## config.mk

```make
export PLATFORM = sky130hd
export DESIGN_NAME = seven_segment_scan_controller
export DESIGN_NICKNAME = d
export VERILOG_FILES = /design/src/rtl/display_pkg.sv /design/src/rtl/binary_to_segment.sv /design/src/rtl/seven_segment_scan_controller.sv
export SDC_FILE = /design/constraint.sdc
export NUM_CORES = 1
export LEC_CHECK = 0
export CORE_UTILIZATION = 57
export DETAILED_ROUTE_END_ITERATION = 10
export DONT_BUFFER_PORTS = 1
export PLACE_DENSITY = 0.85
export SYNTH_ARGS = -nofsm -noshare
export SYNTH_HDL_FRONTEND = slang
export SYNTH_SLANG_ARGS = --single-unit
```

## constraint.sdc

```tcl
create_clock -name clk -period 2.44 [get_ports clk]
set_clock_uncertainty 0.1 [all_clocks]
set_input_delay 0.488 -clock clk [delete_from_list [all_inputs] [get_ports clk]]
set_output_delay 0.488 -clock clk [all_outputs]
set_load 0.1 [all_outputs]
```

## src/rtl/display_pkg.sv

```systemverilog
// rtl/display_pkg.sv - shared constants and helpers for the scanned seven-segment display
package display_pkg;

    localparam int NUM_DIGITS_DEF = 4;

    // Segment bus is active-low; a set bit in these masks marks a lit segment before inversion.
    localparam logic [6:0] SEG_A = 7'b1000000;
    localparam logic [6:0] SEG_B = 7'b0100000;
    localparam logic [6:0] SEG_C = 7'b0010000;
    localparam logic [6:0] SEG_D = 7'b0001000;
    localparam logic [6:0] SEG_E = 7'b0000100;
    localparam logic [6:0] SEG_F = 7'b0000010;
    localparam logic [6:0] SEG_G = 7'b0000001;

    localparam logic [6:0] SEG_BLANK = 7'b1111111;
    localparam logic       ANODE_OFF = 1'b1;

    function automatic int clog2(input int n);
        int r;
        r = 0;
        while ((1 << r) < n) begin
            r = r + 1;
        end
        return r;
    endfunction

endpackage

```

## src/rtl/binary_to_segment.sv

```systemverilog
// rtl/binary_to_segment.sv - hex digit to active-low ABCDEFG segment decoder
module binary_to_segment
    import display_pkg::*;
(
    input  logic [3:0] digit,
    output logic [6:0] seg
);

    logic [6:0] lit;

    // Pick the lit segments for each hex glyph, then invert for the common-anode bus.
    always_comb begin
        lit = '0;
        case (digit)
            4'h0: lit = SEG_A | SEG_B | SEG_C | SEG_D | SEG_E | SEG_F;
            4'h1: lit = SEG_B | SEG_C;
            4'h2: lit = SEG_A | SEG_B | SEG_D | SEG_E | SEG_G;
            4'h3: lit = SEG_A | SEG_B | SEG_C | SEG_D | SEG_G;
            4'h4: lit = SEG_B | SEG_C | SEG_F | SEG_G;
            4'h5: lit = SEG_A | SEG_C | SEG_D | SEG_F | SEG_G;
            4'h6: lit = SEG_A | SEG_C | SEG_D | SEG_E | SEG_F | SEG_G;
            4'h7: lit = SEG_A | SEG_B | SEG_C;
            4'h8: lit = SEG_A | SEG_B | SEG_C | SEG_D | SEG_E | SEG_F | SEG_G;
            4'h9: lit = SEG_A | SEG_B | SEG_C | SEG_D | SEG_F | SEG_G;
            4'hA: lit = SEG_A | SEG_B | SEG_C | SEG_E | SEG_F | SEG_G;
            4'hB: lit = SEG_C | SEG_D | SEG_E | SEG_F | SEG_G;
            4'hC: lit = SEG_A | SEG_D | SEG_E | SEG_F;
            4'hD: lit = SEG_B | SEG_C | SEG_D | SEG_E | SEG_G;
            4'hE: lit = SEG_A | SEG_D | SEG_E | SEG_F | SEG_G;
            default: lit = SEG_A | SEG_E | SEG_F | SEG_G;
        endcase
        seg = ~lit;
    end

endmodule

```

## src/rtl/seven_segment_scan_controller.sv

```systemverilog
// rtl/seven_segment_scan_controller.sv - multiplexed hex display scanner with frame-aligned updates
module seven_segment_scan_controller
    import display_pkg::*;
#(
    parameter  int NUM_DIGITS   = NUM_DIGITS_DEF,
    parameter  int REFRESH_DIV  = 50000,
    parameter  int BLANK_CYCLES = 2,
    parameter  int DIV_W        = 16,
    localparam int IDX_W        = (clog2(NUM_DIGITS) > 0) ? clog2(NUM_DIGITS) : 1
) (
    input  logic                    clk,
    input  logic                    rst,
    input  logic                    load,
    input  logic [4*NUM_DIGITS-1:0] value,
    input  logic [NUM_DIGITS-1:0]   blank_mask,
    input  logic                    lz_suppress,
    output logic                    load_ack,
    output logic [NUM_DIGITS-1:0]   anode,
    output logic [6:0]              seven,
    output logic [IDX_W-1:0]        digit_idx
);

    localparam logic [DIV_W-1:0] DIV_LAST  = DIV_W'(REFRESH_DIV - 1);
    localparam logic [DIV_W-1:0] BLANK_END = DIV_W'(BLANK_CYCLES);
    localparam logic [IDX_W-1:0] IDX_LAST  = IDX_W'(NUM_DIGITS - 1);

    logic [DIV_W-1:0]        div;
    logic                    div_wrap;
    logic                    frame_end;

    logic [4*NUM_DIGITS-1:0] pend_val;
    logic [NUM_DIGITS-1:0]   pend_mask;
    logic                    pend_valid;
    logic [4*NUM_DIGITS-1:0] disp_val;
    logic [NUM_DIGITS-1:0]   disp_mask;

    logic [NUM_DIGITS-1:0]   dark;
    logic                    upper_zero;
    logic [3:0]              cur_digit;
    logic                    cur_dark;
    logic [NUM_DIGITS-1:0]   cur_anode;
    logic [6:0]              cur_seg;

    assign div_wrap  = (div == DIV_LAST);
    assign frame_end = div_wrap && (digit_idx == IDX_LAST);

    // Slot divider and digit index, both wrapping explicitly at their terminal counts.
    always_ff @(posedge clk) begin
        if (rst) begin
            div       <= '0;
            digit_idx <= '0;
        end else if (div_wrap) begin
            div       <= '0;
            digit_idx <= (digit_idx == IDX_LAST) ? '0 : digit_idx + 1'b1;
        end else begin
            div       <= div + 1'b1;
        end
    end

    // Pending/commit: new values wait for the frame boundary; a load on the boundary itself commits directly.
    always_ff @(posedge clk) begin
        if (rst) begin
            pend_val   <= '0;
            pend_mask  <= '0;
            pend_valid <= 1'b0;
            disp_val   <= '0;
            disp_mask  <= '1;
            load_ack   <= 1'b0;
        end else begin
            load_ack <= 1'b0;
            if (load && frame_end) begin
                disp_val   <= value;
                disp_mask  <= blank_mask;
                pend_valid <= 1'b0;
                load_ack   <= 1'b1;
            end else if (load) begin
                pend_val   <= value;
                pend_mask  <= blank_mask;
                pend_valid <= 1'b1;
            end else if (frame_end && pend_valid) begin
                disp_val   <= pend_val;
                disp_mask  <= pend_mask;
                pend_valid <= 1'b0;
                load_ack   <= 1'b1;
            end
        end
    end

    // Dark digits: explicit mask, plus leading zeros scanned from the top digit down (digit 0 always kept).
    always_comb begin
        dark       = disp_mask;
        upper_zero = 1'b1;
        for (int d = NUM_DIGITS - 1; d > 0; d--) begin
            upper_zero = upper_zero && (disp_val[4*d +: 4] == 4'h0);
            if (lz_suppress && upper_zero) begin
                dark[d] = 1'b1;
            end
        end
    end

    // Digit-select mux feeding the shared decoder, plus the one-hot-low anode for the current slot.
    always_comb begin
        cur_digit = 4'h0;
        cur_dark  = 1'b1;
        cur_anode = {NUM_DIGITS{ANODE_OFF}};
        for (int d = 0; d < NUM_DIGITS; d++) begin
            if (digit_idx == IDX_W'(d)) begin
                cur_digit    = disp_val[4*d +: 4];
                cur_dark     = dark[d];
                cur_anode[d] = ~ANODE_OFF;
            end
        end
    end

    binary_to_segment u_decoder (
        .digit (cur_digit),
        .seg   (cur_seg)
    );

    // Registered output stage: anti-ghost blanking at slot start, dark digits fully off.
    always_ff @(posedge clk) begin
        if (rst) begin
            anode <= {NUM_DIGITS{ANODE_OFF}};
            seven <= SEG_BLANK;
        end else if ((div < BLANK_END) || cur_dark) begin
            anode <= {NUM_DIGITS{ANODE_OFF}};
            seven <= SEG_BLANK;
        end else begin
            anode <= cur_anode;
            seven <= cur_seg;
        end
    end

endmodule

```

==> reports/qor.yml <==
status: "completed"
crit_buf_inv: 3
dp_hpwl_um: 4500
clkSinkCount: 71
worst_slew_margin_rel_pct: 65.5
wl_um: 6480
postRouteAntennaNets: 0
crit_start: "digit_idx[0]"
tritoncts_clock_tree: "done"
grt_antenna_before_repair: 0
critical_register_to_register_path_startpoint: "digit_idx[0]"
coreArea_mm2: 0.00554
die_w_um: 78.1
worst_r2r_endpoint: "seven[3]"
post_cts_hold_buffer_count: 0
numPortBuffers: 0
timing_max_transition_violations_final: 0
row_count: 27
worstSetupPathType: "flip-flop to flip-flop"
worst-path-stages: 9
overflow: 0
routabilityCongestion: 0.851
synth_largest_area_cell: "sky130_fd_sc_hd__dfxtp_1"
synth_cells: 342
first_pass_grt_wire_length_um: 11100
drive_above_1_share_pct: 17.3
finalSetupViolations: 0
synth-async-reset-ratio_pct: 0
regToRegSetupSlack_ns: 0.17
drt_pass1_iterations: 7
worst-endpoint-arrival_ns: 2.46
synth_area_per_cell_um2: 9.65
timing.final.hold_violations: 0
synthToLayoutAreaGrowth_pct: 10.1
cp-start-kind: "flip-flop"
rr_worst_depth: 9
whs_ns: 0.0950
grt_use_total_pct: 23.4
ratio_of_final_minimum_period_to_clock_period_pct: 93.0
synth.cell_area_mm2: 0.00330
yosys_warning_count: 0
cts_setup_buffers: 0
synthesized_flop_and_latch_total: 71
clock_slew_seen_by_the_registers_of_the_worst_setup_and_hold_paths_ns: 0.08
drcViolationCount: 0
dr_total_vias: 2520
layout_min_cycle_time_ns: 2.27
crit_end: "seven[3]"
htree_levels: 3
worst_path_largest_cell_delay_ns: 0.37
sum_of_internal_switching_and_leakage_power_uw: 2160
drv.max_cap_violation_count: 0
final_core_util_pct: 65.6
drt_iter0_markers: 127
synthDominantCellAreaShare_pct: 43.1
floorplan.initialDensity_pct: 59.6
peakVddDrop_uv: 592
synth_cell_types: 53
post_cts_sizing_count: 0
timing.critical_path.to_type: "flip-flop"
path_delay_family: "compound AO/OA/AOI/OAI gates"
hold_class: "input pin to flip-flop"
yosys-top-cells-area: "sky130_fd_sc_hd__dfxtp_1 43%, sky130_fd_sc_hd__mux2i_1 7.0%, sky130_fd_sc_hd__nor2_1 5.5%"
cts_buffers: 9
synth_top_flop_cell: "sky130_fd_sc_hd__dfxtp_1"
rsz0062_at_grt: "false"
critPathRequiredTime_ns: 2.63
via_per_inst: 5.85
routed_wire_length_per_instance_um: 15.0
largest_net_degree_at_the_start_of_global_routing: 34
critical-path-slowest-cell: "sky130_fd_sc_hd__dfxtp_4"
cts_root_buffer: "sky130_fd_sc_hd__clkbuf_8"
fp.dieH_um: 78.1
cell_chain_critical_path: "inv_1 > ha_1 > buf_4 > o31a_1 > inv_1 > ha_1 > nor2_1 > a211o_1 > nand3_1"
total_negative_slack_ns: 0
clk_latency_ns: 0.35
critical_path.max_fanout: 8
clock.fmax_ghz: 0.441
count_of_antenna_diodes_in_the_layout: 0
number_of_buffers_on_the_longest_clock_path: 2
timing_worst_slew_pin_value_ns: 0.513
total_leakage_power_uw: 0.00133
synth_sequential_area_ratio_pct: 43.1
power_density_mw_per_mm2: 593
ioPinCount: 38
grt_pass1_vias: 2420
synth_enable_flop_cells: 0
postSynthNetCount: 377
nets: 389
total_die_area_mm2: 0.00610
[worst min-delay path by stage]
stage | startpoint | end | slack [ns] | cells after the start
floorplan | div[0] | div[0] | 0.33 | 1
global placement | div[0] | div[0] | 0.35 | 1
detailed placement | div[0] | div[0] | 0.36 | 1
CTS | rst | digit_idx[0] | 0.08 | 1
global route | rst | pend_mask[2] | 0.08 | 1
finish | rst | pend_mask[2] | 0.1 | 1
[through the flow]
stage          setup WS [ns]  cells  cell area [µm²]
3_5_place_dp           0.202    415             3450
6_report               0.170    431             3630
3_3_place_gp           0.284    415             3450
4_1_cts                0.179    431             3630
5_1_grt               0.0355    431             3630
2_1_floorplan        0.00814    342             3320
[final cells by class]
class | count | area [µm²]
inverter | 13 | 48.8
sequential | 71 | 1430
clock buffer | 10 | 138
clock inverter | 6 | 45.0
multi-input combinational | 236 | 1700
fill | 428 | 1910
timing repair buffer | 23 | 185
tap | 72 | 90.1
[synth_stat cells (2+ instances only)]
| library cell | number |
|---|---|
| sky130_fd_sc_hd__mux2i_1 | 23 |
| sky130_fd_sc_hd__or3_1 | 3 |
| sky130_fd_sc_hd__nand2_1 | 18 |
| sky130_fd_sc_hd__xnor2_1 | 9 |
| sky130_fd_sc_hd__nand3_1 | 12 |
| sky130_fd_sc_hd__a21oi_1 | 9 |
| sky130_fd_sc_hd__nand3b_1 | 3 |
| sky130_fd_sc_hd__nor3b_1 | 3 |
| sky130_fd_sc_hd__buf_2 | 5 |
| sky130_fd_sc_hd__inv_1 | 13 |
| sky130_fd_sc_hd__buf_6 | 4 |
| sky130_fd_sc_hd__o221ai_1 | 5 |
| sky130_fd_sc_hd__nor3_1 | 4 |
| sky130_fd_sc_hd__o21ai_0 | 4 |
| sky130_fd_sc_hd__o2bb2ai_2 | 10 |
| sky130_fd_sc_hd__xor2_1 | 5 |
| sky130_fd_sc_hd__a22oi_1 | 12 |
| sky130_fd_sc_hd__nand2b_1 | 3 |
| sky130_fd_sc_hd__nor4_1 | 7 |
| sky130_fd_sc_hd__a221o_1 | 5 |
| sky130_fd_sc_hd__a211oi_1 | 3 |
| sky130_fd_sc_hd__clkbuf_1 | 10 |
| sky130_fd_sc_hd__ha_1 | 11 |
| sky130_fd_sc_hd__o2bb2ai_1 | 6 |
| sky130_fd_sc_hd__buf_4 | 2 |
| sky130_fd_sc_hd__nor2_1 | 48 |
| sky130_fd_sc_hd__nor2b_1 | 3 |
| sky130_fd_sc_hd__a221oi_1 | 2 |
| sky130_fd_sc_hd__and3_1 | 3 |
| sky130_fd_sc_hd__a22o_1 | 4 |
| sky130_fd_sc_hd__dfxtp_1 | 71 |
[routing by layer]
| layer | global-route usage [%] | routed length (µm) | vias to the layer above |
|---|---|---|---|
| met3 | 6.74 | 413 | 11 |
| met5 | 0 | 0 | - |
| met1 | 29.5 | 2990 | 1180 |
| met2 | 36.1 | 2970 | 76 |
| met4 | 12.6 | 108 | 0 |
| li1 | - | - | 1253 |
[report_power, final]
group | switching (µW) | total (µW) | internal [µW]
Sequential | 16.5 | 1200 | 1180
Combinational | 52.3 | 99.9 | 47.6
Clock | 460 | 859 | 399
[registers in the layout, indices dropped and copies added, names as in the netlist]
register / flops
anode: 4
pend_mask: 4
load_ack: 1
div: 16
seven: 7
disp_val: 16
disp_mask: 4
digit_idx: 2
pend_val: 16
pend_valid: 1
[layout by cell type (no fill, tap or decap), drive strengths merged, types with 8 or more instances in the layout]
master   instances
nor2            48
ha              11
a22oi           12
buf             23
mux2i           23
a21oi           10
xnor2            9
inv             14
clkbuf          10
nand2           19
o2bb2ai         16
nand3           13
nor4             8
dfxtp           71
[cell families (layout without fill, tap and decap cells)]
| logic type | after synthesis | after routing | synth area share [%] |
|---|---|---|---|
| compound gates | 70 | 70 | 18.5 |
| xor+xnor | 14 | 14 | 3.72 |
| fa+ha+maj | 11 | 11 | 4.17 |
| buf+inv | 35 | 52 | 5.65 |
| flops | 71 | 71 | 43.1 |
| mux | 23 | 23 | 6.97 |
| simple gates | 118 | 118 | 17.9 |
(Power assumes the default switching activity.)
